==> src/rtl/pipe_hazard_stall_if.sv <==
// pipe_hazard_stall_if
//  Bundles the ID/EX hazard-detection signals between the pipeline datapath
//  (master) and the stall unit (slave).
//  master drives : IFID_Valid, IFID_RegisterRs, IFID_RegisterRt, IFID_UsesRs,
//                  IFID_UsesRt, IFID_MemWrite, IDEX_Valid, IDEX_MemRead,
//                  IDEX_RegisterRd, IDEX_MulStart
//  slave drives  : PCWrite, IFIDWrite, IDEXWrite, IDEX_Flush, EXMEM_Flush,
//                  MemFwd, mul_busy, stall_cycles[CNT_W-1:0]
//  CNT_W must match the CNT_W of the pipe_hazard_stall instance it connects to.
interface pipe_hazard_stall_if #(
    parameter int CNT_W = 16
);
    logic             IFID_Valid;
    logic [4:0]       IFID_RegisterRs;
    logic [4:0]       IFID_RegisterRt;
    logic             IFID_UsesRs;
    logic             IFID_UsesRt;
    logic             IFID_MemWrite;
    logic             IDEX_Valid;
    logic             IDEX_MemRead;
    logic [4:0]       IDEX_RegisterRd;
    logic             IDEX_MulStart;
    logic             PCWrite;
    logic             IFIDWrite;
    logic             IDEXWrite;
    logic             IDEX_Flush;
    logic             EXMEM_Flush;
    logic             MemFwd;
    logic             mul_busy;
    logic [CNT_W-1:0] stall_cycles;

    modport master (
        output IFID_Valid, IFID_RegisterRs, IFID_RegisterRt, IFID_UsesRs,
               IFID_UsesRt, IFID_MemWrite, IDEX_Valid, IDEX_MemRead,
               IDEX_RegisterRd, IDEX_MulStart,
        input  PCWrite, IFIDWrite, IDEXWrite, IDEX_Flush, EXMEM_Flush,
               MemFwd, mul_busy, stall_cycles
    );

    modport slave (
        input  IFID_Valid, IFID_RegisterRs, IFID_RegisterRt, IFID_UsesRs,
               IFID_UsesRt, IFID_MemWrite, IDEX_Valid, IDEX_MemRead,
               IDEX_RegisterRd, IDEX_MulStart,
        output PCWrite, IFIDWrite, IDEXWrite, IDEX_Flush, EXMEM_Flush,
               MemFwd, mul_busy, stall_cycles
    );
endinterface

==> src/rtl/pipe_hazard_stall.sv <==
// pipe_hazard_stall
//  ID-stage stall unit. Stalls the front end on a load-use hazard that
//  forwarding cannot cover, and for the extra cycles a multi-cycle multiply
//  occupies EX. Also counts stalled cycles (saturating).
//  Ports:
//   clk    : rising-edge clock
//   reset  : synchronous, active-high; forces all enables high while asserted
//   bus    : pipe_hazard_stall_if.slave (pipeline register fields in,
//            write enables / bubble inserts / MemFwd / mul_busy / stall_cycles out)
//  Parameters:
//   MUL_LAT : cycles a multiply occupies EX (1..15)
//   CNT_W   : stall counter width
//  Build option:
//   MEM_TO_MEM_FWD_EN : when defined, a lw feeding only the store data (rt) of
//   a following sw does not stall; the data is forwarded MEM/WB -> MEM (MemFwd).
module pipe_hazard_stall #(
    parameter int MUL_LAT = 4,
    parameter int CNT_W   = 16
) (
    input  logic                clk,
    input  logic                reset,
    pipe_hazard_stall_if.slave  bus
);
    localparam logic [0:0] IDLE = 1'b0;
    localparam logic [0:0] BUSY = 1'b1;

    // Multiply stalls MUL_LAT-1 cycles: the start cycle is free, then BUSY runs
    // cnt = MUL_LAT-2 down to 0 inclusive.
    localparam bit         MUL_MULTI = (MUL_LAT > 1);
    localparam logic [3:0] CNT_LOAD  = MUL_MULTI ? 4'(MUL_LAT - 2) : 4'd0;

    logic [0:0]       state;
    logic [3:0]       cnt;
    logic [CNT_W-1:0] stall_cnt;

    logic rs_hit;
    logic rt_hit;
    logic rt_hit_eff;
    logic load_in_ex;
    logic load_use;
    logic mem_fwd;
    logic pc_write;
    logic ifid_write;
    logic idex_write;
    logic idex_flush;
    logic exmem_flush;

    assign rs_hit = bus.IFID_UsesRs && (bus.IFID_RegisterRs == bus.IDEX_RegisterRd);
    assign rt_hit = bus.IFID_UsesRt && (bus.IFID_RegisterRt == bus.IDEX_RegisterRd);

    // $0 is hardwired, so a load targeting it can never create a dependence.
    assign load_in_ex = bus.IFID_Valid && bus.IDEX_Valid && bus.IDEX_MemRead
                        && (bus.IDEX_RegisterRd != 5'd0);

`ifdef MEM_TO_MEM_FWD_EN
    // A store whose only dependence is its data operand can pick the loaded
    // value up one stage later, from MEM/WB, instead of waiting in ID.
    logic sw_data_only;
    assign sw_data_only = bus.IFID_MemWrite && rt_hit && !rs_hit;
    assign rt_hit_eff   = rt_hit && !sw_data_only;
    assign mem_fwd      = !reset && (state == IDLE) && load_in_ex && sw_data_only;
`else
    logic unused_mem_write;
    assign unused_mem_write = bus.IFID_MemWrite;
    assign rt_hit_eff       = rt_hit;
    assign mem_fwd          = 1'b0;
`endif

    assign load_use = load_in_ex && (rs_hit || rt_hit_eff);

    // Enable/bubble decode. BUSY freezes everything up to ID/EX and feeds
    // bubbles into EX/MEM; a load-use in IDLE holds PC/IFID and drops a bubble
    // into ID/EX so the load moves on to MEM.
    always_comb begin
        pc_write    = 1'b1;
        ifid_write  = 1'b1;
        idex_write  = 1'b1;
        idex_flush  = 1'b0;
        exmem_flush = 1'b0;
        if (!reset) begin
            if (state == BUSY) begin
                pc_write    = 1'b0;
                ifid_write  = 1'b0;
                idex_write  = 1'b0;
                exmem_flush = 1'b1;
            end else if (load_use) begin
                pc_write   = 1'b0;
                ifid_write = 1'b0;
                idex_flush = 1'b1;
            end
        end
    end

    // Multiply occupancy FSM and saturating stall counter.
    always_ff @(posedge clk) begin
        if (reset) begin
            state     <= IDLE;
            cnt       <= 4'd0;
            stall_cnt <= '0;
        end else begin
            case (state)
                IDLE: begin
                    if (bus.IDEX_Valid && bus.IDEX_MulStart && MUL_MULTI) begin
                        state <= BUSY;
                        cnt   <= CNT_LOAD;
                    end
                end
                BUSY: begin
                    if (cnt == 4'd0) begin
                        state <= IDLE;
                    end else begin
                        cnt <= cnt - 4'd1;
                    end
                end
                default: begin
                    state <= IDLE;
                    cnt   <= 4'd0;
                end
            endcase
            if (!pc_write && (stall_cnt != '1)) begin
                stall_cnt <= stall_cnt + CNT_W'(1);
            end
        end
    end

    assign bus.PCWrite      = pc_write;
    assign bus.IFIDWrite    = ifid_write;
    assign bus.IDEXWrite    = idex_write;
    assign bus.IDEX_Flush   = idex_flush;
    assign bus.EXMEM_Flush  = exmem_flush;
    assign bus.MemFwd       = mem_fwd;
    assign bus.mul_busy     = !reset && (state == BUSY);
    assign bus.stall_cycles = stall_cnt;
endmodule

==> src/flat_wrapper.sv <==
// flat-port wrapper written by rule: the top's interface ports become plain ports
module pipe_hazard_stall_flat 
#(
    parameter int MUL_LAT = 4,
    parameter int CNT_W   = 16
)
  (clk, reset, bus_IFID_Valid, bus_IFID_RegisterRs, bus_IFID_RegisterRt, bus_IFID_UsesRs, bus_IFID_UsesRt, bus_IFID_MemWrite, bus_IDEX_Valid, bus_IDEX_MemRead, bus_IDEX_RegisterRd, bus_IDEX_MulStart, bus_PCWrite, bus_IFIDWrite, bus_IDEXWrite, bus_IDEX_Flush, bus_EXMEM_Flush, bus_MemFwd, bus_mul_busy, bus_stall_cycles);
  pipe_hazard_stall_if #(.CNT_W(CNT_W)) bus_i ();
  input  logic clk;
  input  logic reset;
  input wire logic [$bits(bus_i.IFID_Valid)-1:0] bus_IFID_Valid;
  input wire logic [$bits(bus_i.IFID_RegisterRs)-1:0] bus_IFID_RegisterRs;
  input wire logic [$bits(bus_i.IFID_RegisterRt)-1:0] bus_IFID_RegisterRt;
  input wire logic [$bits(bus_i.IFID_UsesRs)-1:0] bus_IFID_UsesRs;
  input wire logic [$bits(bus_i.IFID_UsesRt)-1:0] bus_IFID_UsesRt;
  input wire logic [$bits(bus_i.IFID_MemWrite)-1:0] bus_IFID_MemWrite;
  input wire logic [$bits(bus_i.IDEX_Valid)-1:0] bus_IDEX_Valid;
  input wire logic [$bits(bus_i.IDEX_MemRead)-1:0] bus_IDEX_MemRead;
  input wire logic [$bits(bus_i.IDEX_RegisterRd)-1:0] bus_IDEX_RegisterRd;
  input wire logic [$bits(bus_i.IDEX_MulStart)-1:0] bus_IDEX_MulStart;
  output wire logic [$bits(bus_i.PCWrite)-1:0] bus_PCWrite;
  output wire logic [$bits(bus_i.IFIDWrite)-1:0] bus_IFIDWrite;
  output wire logic [$bits(bus_i.IDEXWrite)-1:0] bus_IDEXWrite;
  output wire logic [$bits(bus_i.IDEX_Flush)-1:0] bus_IDEX_Flush;
  output wire logic [$bits(bus_i.EXMEM_Flush)-1:0] bus_EXMEM_Flush;
  output wire logic [$bits(bus_i.MemFwd)-1:0] bus_MemFwd;
  output wire logic [$bits(bus_i.mul_busy)-1:0] bus_mul_busy;
  output wire logic [$bits(bus_i.stall_cycles)-1:0] bus_stall_cycles;
  assign bus_i.IFID_Valid = bus_IFID_Valid;
  assign bus_i.IFID_RegisterRs = bus_IFID_RegisterRs;
  assign bus_i.IFID_RegisterRt = bus_IFID_RegisterRt;
  assign bus_i.IFID_UsesRs = bus_IFID_UsesRs;
  assign bus_i.IFID_UsesRt = bus_IFID_UsesRt;
  assign bus_i.IFID_MemWrite = bus_IFID_MemWrite;
  assign bus_i.IDEX_Valid = bus_IDEX_Valid;
  assign bus_i.IDEX_MemRead = bus_IDEX_MemRead;
  assign bus_i.IDEX_RegisterRd = bus_IDEX_RegisterRd;
  assign bus_i.IDEX_MulStart = bus_IDEX_MulStart;
  assign bus_PCWrite = bus_i.PCWrite;
  assign bus_IFIDWrite = bus_i.IFIDWrite;
  assign bus_IDEXWrite = bus_i.IDEXWrite;
  assign bus_IDEX_Flush = bus_i.IDEX_Flush;
  assign bus_EXMEM_Flush = bus_i.EXMEM_Flush;
  assign bus_MemFwd = bus_i.MemFwd;
  assign bus_mul_busy = bus_i.mul_busy;
  assign bus_stall_cycles = bus_i.stall_cycles;
  pipe_hazard_stall #(.MUL_LAT(MUL_LAT), .CNT_W(CNT_W)) u_core (.clk(clk), .reset(reset), .bus(bus_i));
endmodule
==> config.mk <==
export PLATFORM = sky130hd
export DESIGN_NAME = pipe_hazard_stall_flat
export DESIGN_NICKNAME = d
export VERILOG_FILES = /design/src/rtl/pipe_hazard_stall_if.sv /design/src/rtl/pipe_hazard_stall.sv /design/src/flat_wrapper.sv
export SDC_FILE = /design/constraint.sdc
export NUM_CORES = 1
export LEC_CHECK = 0
export CAP_MARGIN = 20
export CORE_MARGIN = 8
export CORE_UTILIZATION = 46
export CTS_CLUSTER_DIAMETER = 120
export CTS_CLUSTER_SIZE = 40
export DETAILED_ROUTE_END_ITERATION = 7
export GPL_TIMING_DRIVEN = 0
export PLACE_DENSITY = 0.86
export SYNTH_ARGS = -nofsm -noshare
export SYNTH_HDL_FRONTEND = slang
export SYNTH_SLANG_ARGS = --single-unit
==> constraint.sdc <==
create_clock -name clk -period 2.9 [get_ports clk]
set_clock_uncertainty 0.15 [all_clocks]
set_input_delay 0.58 -clock clk [delete_from_list [all_inputs] [get_ports clk]]
set_output_delay 0.58 -clock clk [all_outputs]
set_load 0.02 [all_outputs]
=== After elaboration in Yosys (flattened, before gate mapping) ===
Cells that the tools add are included.

* Reductions and logical operators: 15
* Muxes and demuxes: 16
* Bitwise operators: 1
* Add/subtract/negate cells: 2
* Eq/ne operators: 5

{| class="wikitable"
|+ Operator list
! cell !! number
|-
| 16-bit by 1-bit adder with 16-bit output (second input constant) || 1
|-
| 16-bit != test (second input constant) || 1
|-
| 1-bit 2-to-1 mux || 12
|-
| 5-bit equality test || 2
|-
| 1-bit logical AND || 9
|-
| 4-bit 2-to-1 mux || 2
|-
| 4-bit case mux with 2 select lines || 1
|-
| 5-bit nonzero test || 1
|-
| 4-bit zero test || 1
|-
| 4-bit by 1-bit subtractor with 4-bit output (second input constant) || 1
|-
| 1-bit zero test || 2
|-
| 2-bit by 1-bit != test with 1-bit output (second input constant) || 1
|-
| 2-bit != test (second input constant) || 1
|-
| 1-bit case mux with 2 select lines || 1
|-
| 2-bit AND reduction || 1
|-
| 1-bit logical OR || 1
|-
| 1-bit inverter || 1
|}

* Register bits after elaboration: 21
* Word-level logic and storage cells: 42
* Input bits: 24
* Output and inout port bits: 23

=== Depth between registers and ports, before layout ===
* Depth after elaboration: 9
* Mapped depth: 8
* Mapped depth without buffers: 7

=== Worst setup path before layout ===
No wires, ideal clock.

* Kind: input to output
* From: in reset
* To: out bus_PCWrite
* Slack: 0.429 ns
* Stages on the path: 6
* Data arrival time: 1.741 ns
* Path buffers: 2
* Data required time: 2.170 ns
* Cell sequence: inv_1 -> nand2_1 -> inv_1 -> a21oi_2 -> buf_2 -> buf_4

* Longest elaborated chain between the ends: 1

{| class="wikitable"
|+ Ends and longest elaborated chain
! item !! line !! text
|-
| from (decl) || flat_wrapper.sv:10 || <nowiki>input logic reset;</nowiki>
|-
| 1-bit 2-to-1 mux || -- ||
|-
| to (decl) || flat_wrapper.sv:21 || <nowiki>output wire logic [$bits(bus_i.PCWrite)-1:0] bus_PCWrite;</nowiki>
|}

No other way between the ends.

=== Final worst setup path ===
* From: in bus_IFID_RegisterRt[3]
* To: out bus_PCWrite

* Longest elaborated chain between the ends: 7

{| class="wikitable"
|+ Ends and longest elaborated chain
! item !! line !! text
|-
| from (decl) || flat_wrapper.sv:13 || <nowiki>input wire logic [$bits(bus_i.IFID_RegisterRt)-1:0] bus_IFID_RegisterRt;</nowiki>
|-
| 5-bit equality test || pipe_hazard_stall.sv:49 || <nowiki>assign rt_hit = bus.IFID_UsesRt && (bus.IFID_RegisterRt == bus.IDEX_RegisterRd);</nowiki>
|-
| 1-bit logical AND || pipe_hazard_stall.sv:49 ||
|-
| 1-bit logical OR || pipe_hazard_stall.sv:69 || <nowiki>assign load_use = load_in_ex && (rs_hit || rt_hit_eff);</nowiki>
|-
| 1-bit logical AND || pipe_hazard_stall.sv:69 ||
|-
| 1-bit 2-to-1 mux || pipe_hazard_stall.sv:86 || <nowiki>end else if (load_use) begin</nowiki>
|-
| 1-bit 2-to-1 mux || pipe_hazard_stall.sv:81 || <nowiki>if (state == BUSY) begin</nowiki>
|-
| 1-bit 2-to-1 mux || pipe_hazard_stall.sv:80 || <nowiki>if (!reset) begin</nowiki>
|}

No other way between the ends.

==> impl_metrics.yaml <==
run_status:
  outcome: "complete, no violations"
timing:
  hold_viol: 0
  period_share: 0.958
  worst_pin_slew_ns: 0.505
  slew_headroom: 0.663
  whs_ns: 0.380
  setup-violations-final: 0
  rsz0062_at_grt: "false"
  timing.fmax_mhz: 360
  slew_viol_final: 0
  finalCriticalPeriod_ns: 2.78
clock_network:
  cts_hold_buf: 0
  cts.sinks: 21
  cts_buffer_depth: 2
  ctsHtreeMaxLevel: 1
  path_clk_slew_ns: 0.13
  cts_tree: "yes"
  cts_buffers: 3
  clk_latency_ns: 0.32
  root_buffer: "clkbuf_4"
floorplan:
  die-area_sq_um: 4680
  rows: 19
  core_area_sq_um: 2690
  initial_utilization: 0.471
  die-width_microns: 68.4
  pin_count: 47
  fp.dieH_microns: 68.4
hold_path:
  hold_path.class: "register to register"
detailed_routing:
  drc: 0
  drt_iter0_markers: 61
  drt-total-wl_microns: 3750
  ant_nets: 0
  drt-vias-per-instance: 5.87
  vias: 1361
  first_pass_iters: 4
  wl_per_cell_microns: 16.1
flow_run:
  maxCapViolCount: 0
critical_path:
  max_stage_delay_ns: 0.47
  path_class: "input port to output port"
  end_kind: "output port"
  worstPathMaxFanout: 12
  arrival_ns: 2.05
  startpoint_type: "input port"
  slowest_stage: "clkdlybuf4s50_1"
  crit_chain: "clkdlybuf4s50_1, xnor2_1, nand4_1, o22ai_4, a21oi_4, buf_6, buf_4"
  rrSetupSlack_ns: 0.77
  cp_data_required_time_ns: 2.17
synthesis:
  syn-num-nets: 178
  synth_cell_type_count: 42
  syn_area_sq_um: 1260
  syn_avg_cell_area_sq_um: 8.32
  ys_warn_count: 0
  syn_inst: 152
  yosysSeqAreaShare: 0.332
  synth-seq-cells: 21
power_and_ir_drop:
  clkPwrFrac: 0.259
  p_comb_frac: 0.214
  power.density_nw_per_um2: 316
  p_seq_frac: 0.528
  p_sw_mw: 0.160
  switching_share: 0.282
  ir_worst_vdd_uv: 286
  p_int_mw: 0.408
  p_leak_nw: 0.671
global_routing:
  antenna_found_initial: 0
  grt_first_pass_wirelength_microns: 6090
  grt_pass1_vias: 1376
  gr-usage-all-layers: 0.167
  grt-ovfl-total: 0
  grt_max_degree: 13
placement:
  dp_hpwl_microns: 2890
  dp.cells: 227
  placed_area_sq_um: 1740
  routabilityCongestion: 0.791
  port_buffers: 44
cells_and_area:
  post-route-util: 0.669
  antenna-diode-count: 0
  syn_to_final_growth_pct: 42.0
  stdcell_area_sq_um: 1800
  nNetsFinal: 228
  fill_cells: 226
  drive_gt1_frac: 0.109
  stdcell_count: 232
==> sequential cells by signal, summed over array words and instances, names as in the netlist <==
name / flops
u_core.cnt: 4
u_core.bus.stall_cycles: 16
u_core.state: 1
==> cell usage after synthesis <==
| master | n | share of area |
|---|---|---|
| dfxtp_1 | 21 | 0.33 |
| a21oi_1 | 15 | 0.059 |
| nand2_1 | 13 | 0.039 |
| xnor2_1 | 10 | 0.069 |
| nor2_1 | 9 | 0.027 |
| o21ai_0 | 7 | 0.028 |
| inv_1 | 6 | 0.018 |
| nand3_1 | 6 | 0.024 |
| nand4_1 | 6 | 0.030 |
| or3_1 | 6 | 0.030 |
| nor2b_1 | 4 | 0.020 |
| buf_4 | 3 | 0.018 |
| nor4_1 | 3 | 0.015 |
| o311ai_0 | 3 | 0.021 |
| o41ai_1 | 3 | 0.021 |
| a21o_1 | 2 | 0.012 |
| and2_1 | 2 | 0.0099 |
| clkbuf_1 | 2 | 0.0059 |
| ha_1 | 2 | 0.020 |
| mux2_1 | 2 | 0.018 |
| nand4_2 | 2 | 0.020 |
| nor3_1 | 2 | 0.0079 |
| nor3b_1 | 2 | 0.012 |
| o31ai_1 | 2 | 0.012 |
| or4_1 | 2 | 0.012 |
| a211oi_1 | 1 | 0.0059 |
| a21oi_2 | 1 | 0.0069 |
| a311oi_1 | 1 | 0.0069 |
| and4_1 | 1 | 0.0069 |
| buf_1 | 1 | 0.0030 |
| buf_2 | 1 | 0.0040 |
| buf_6 | 1 | 0.0089 |
| conb_1 | 1 | 0.0030 |
| mux2_2 | 1 | 0.0089 |
| nand2b_2 | 1 | 0.0069 |
| nand4b_1 | 1 | 0.0069 |
| nor4_4 | 1 | 0.017 |
| nor4b_1 | 1 | 0.0069 |
| o211a_1 | 1 | 0.0079 |
| o21a_1 | 1 | 0.0059 |
| o22ai_2 | 1 | 0.0099 |
| o31a_1 | 1 | 0.0069 |
==> final cells by class <==
type / count / area (sq um) / share of cell area
multi-input combinational: 117 / 791 / 0.440
timing repair buffer: 46 / 448 / 0.249
sequential: 21 / 420 / 0.234
buffer: 7 / 48.8 / 0.0272
tap: 31 / 38.8 / 0.0216
clock buffer: 3 / 22.5 / 0.0125
inverter: 6 / 22.5 / 0.0125
clock inverter: 1 / 5.00 / 0.00279
==> cells in the final DEF, fill, tap and decap left out, drive strengths merged, types with 2 or more instances in the layout <==
cell type	Yosys	final
o31ai	2	2
nor4	4	4
ha	2	2
o41ai	3	3
a21o	2	2
dfxtp	21	21
nand2	13	13
and2	2	2
nor2b	4	4
o21ai	7	7
dlymetal6s2s	0	2
nor2	9	9
nand4	8	8
or4	2	2
clkdlybuf4s50	0	34
buf	6	9
nor3b	2	2
a21oi	16	16
nand3	6	6
xnor2	10	10
dlygate4sd2	0	5
inv	6	6
mux2	3	3
clkbuf	2	6
o311ai	3	3
or3	6	6
nor3	2	2
==> power by group through the flow <==
stage                     Combinational (mW)  Sequential, mW  Clock, mW
after floorplan                       0.0614           0.307          0
after global placement                 0.116           0.305          0
after detailed placement               0.120           0.306          0
after CTS                              0.122           0.299      0.145
after global routing                   0.132           0.300      0.157
final                                  0.121           0.299      0.147
==> final timing paths <==
path | depth (start not counted) | from | to
min | 1 | u_core.bus.stall_cycles[15] | u_core.bus.stall_cycles[15]
max | 7 | bus_IFID_RegisterRt[3] | bus_PCWrite
min reg2reg | 1 | u_core.bus.stall_cycles[15] | u_core.bus.stall_cycles[15]
max reg2reg | 8 | u_core.bus.stall_cycles[1] | u_core.bus.stall_cycles[11]
==> routing by layer <==
metal / GRT usage / routed length (microns) / vias up
li1: - / - / 663
met4: 0.0588 / 50 / 0
met1: 0.171 / 1460 / 627
met2: 0.314 / 1810 / 64
met5: 0 / 0 / -
met3: 0.0475 / 421 / 7
==> critical path, delay by kind of cell <==
kind            cells  cell delay (ns)
simple gates        1             0.19
compound gates      2             0.41
xor+xnor            1             0.11
buf+inv             3             0.75
==> per-stage QoR <==
stage	setup TNS (ns)	power, mW	setup slack, ns
after global placement	-1.59	0.421	-0.705
final	0	0.568	0.122
after CTS	0	0.567	0.00103
after global routing	0	0.589	0.00745
after floorplan	0	0.368	0.429
after detailed placement	-1.74	0.426	-0.747
==> kinds of logic after synthesis <==
family / Yosys count / share of synthesized area
adders and majority gates: 2 / 0.0198
and+or+nand+nor: 62 / 0.289
AOI/OAI and AO/OA: 39 / 0.203
xor gates and xnor gates: 10 / 0.0692
muxes: 3 / 0.0267
other: 1 / 0.00296
DFF: 21 / 0.332
buffers and inverters: 14 / 0.0574
==> repair_timing <==
action,CTS,global route
gates resized for setup,18,9
setup buffers,2,0
setup endpoints to repair,3,4
cloned,0,0
pin swaps,4,2
Power figures use the tool's default switching activity.
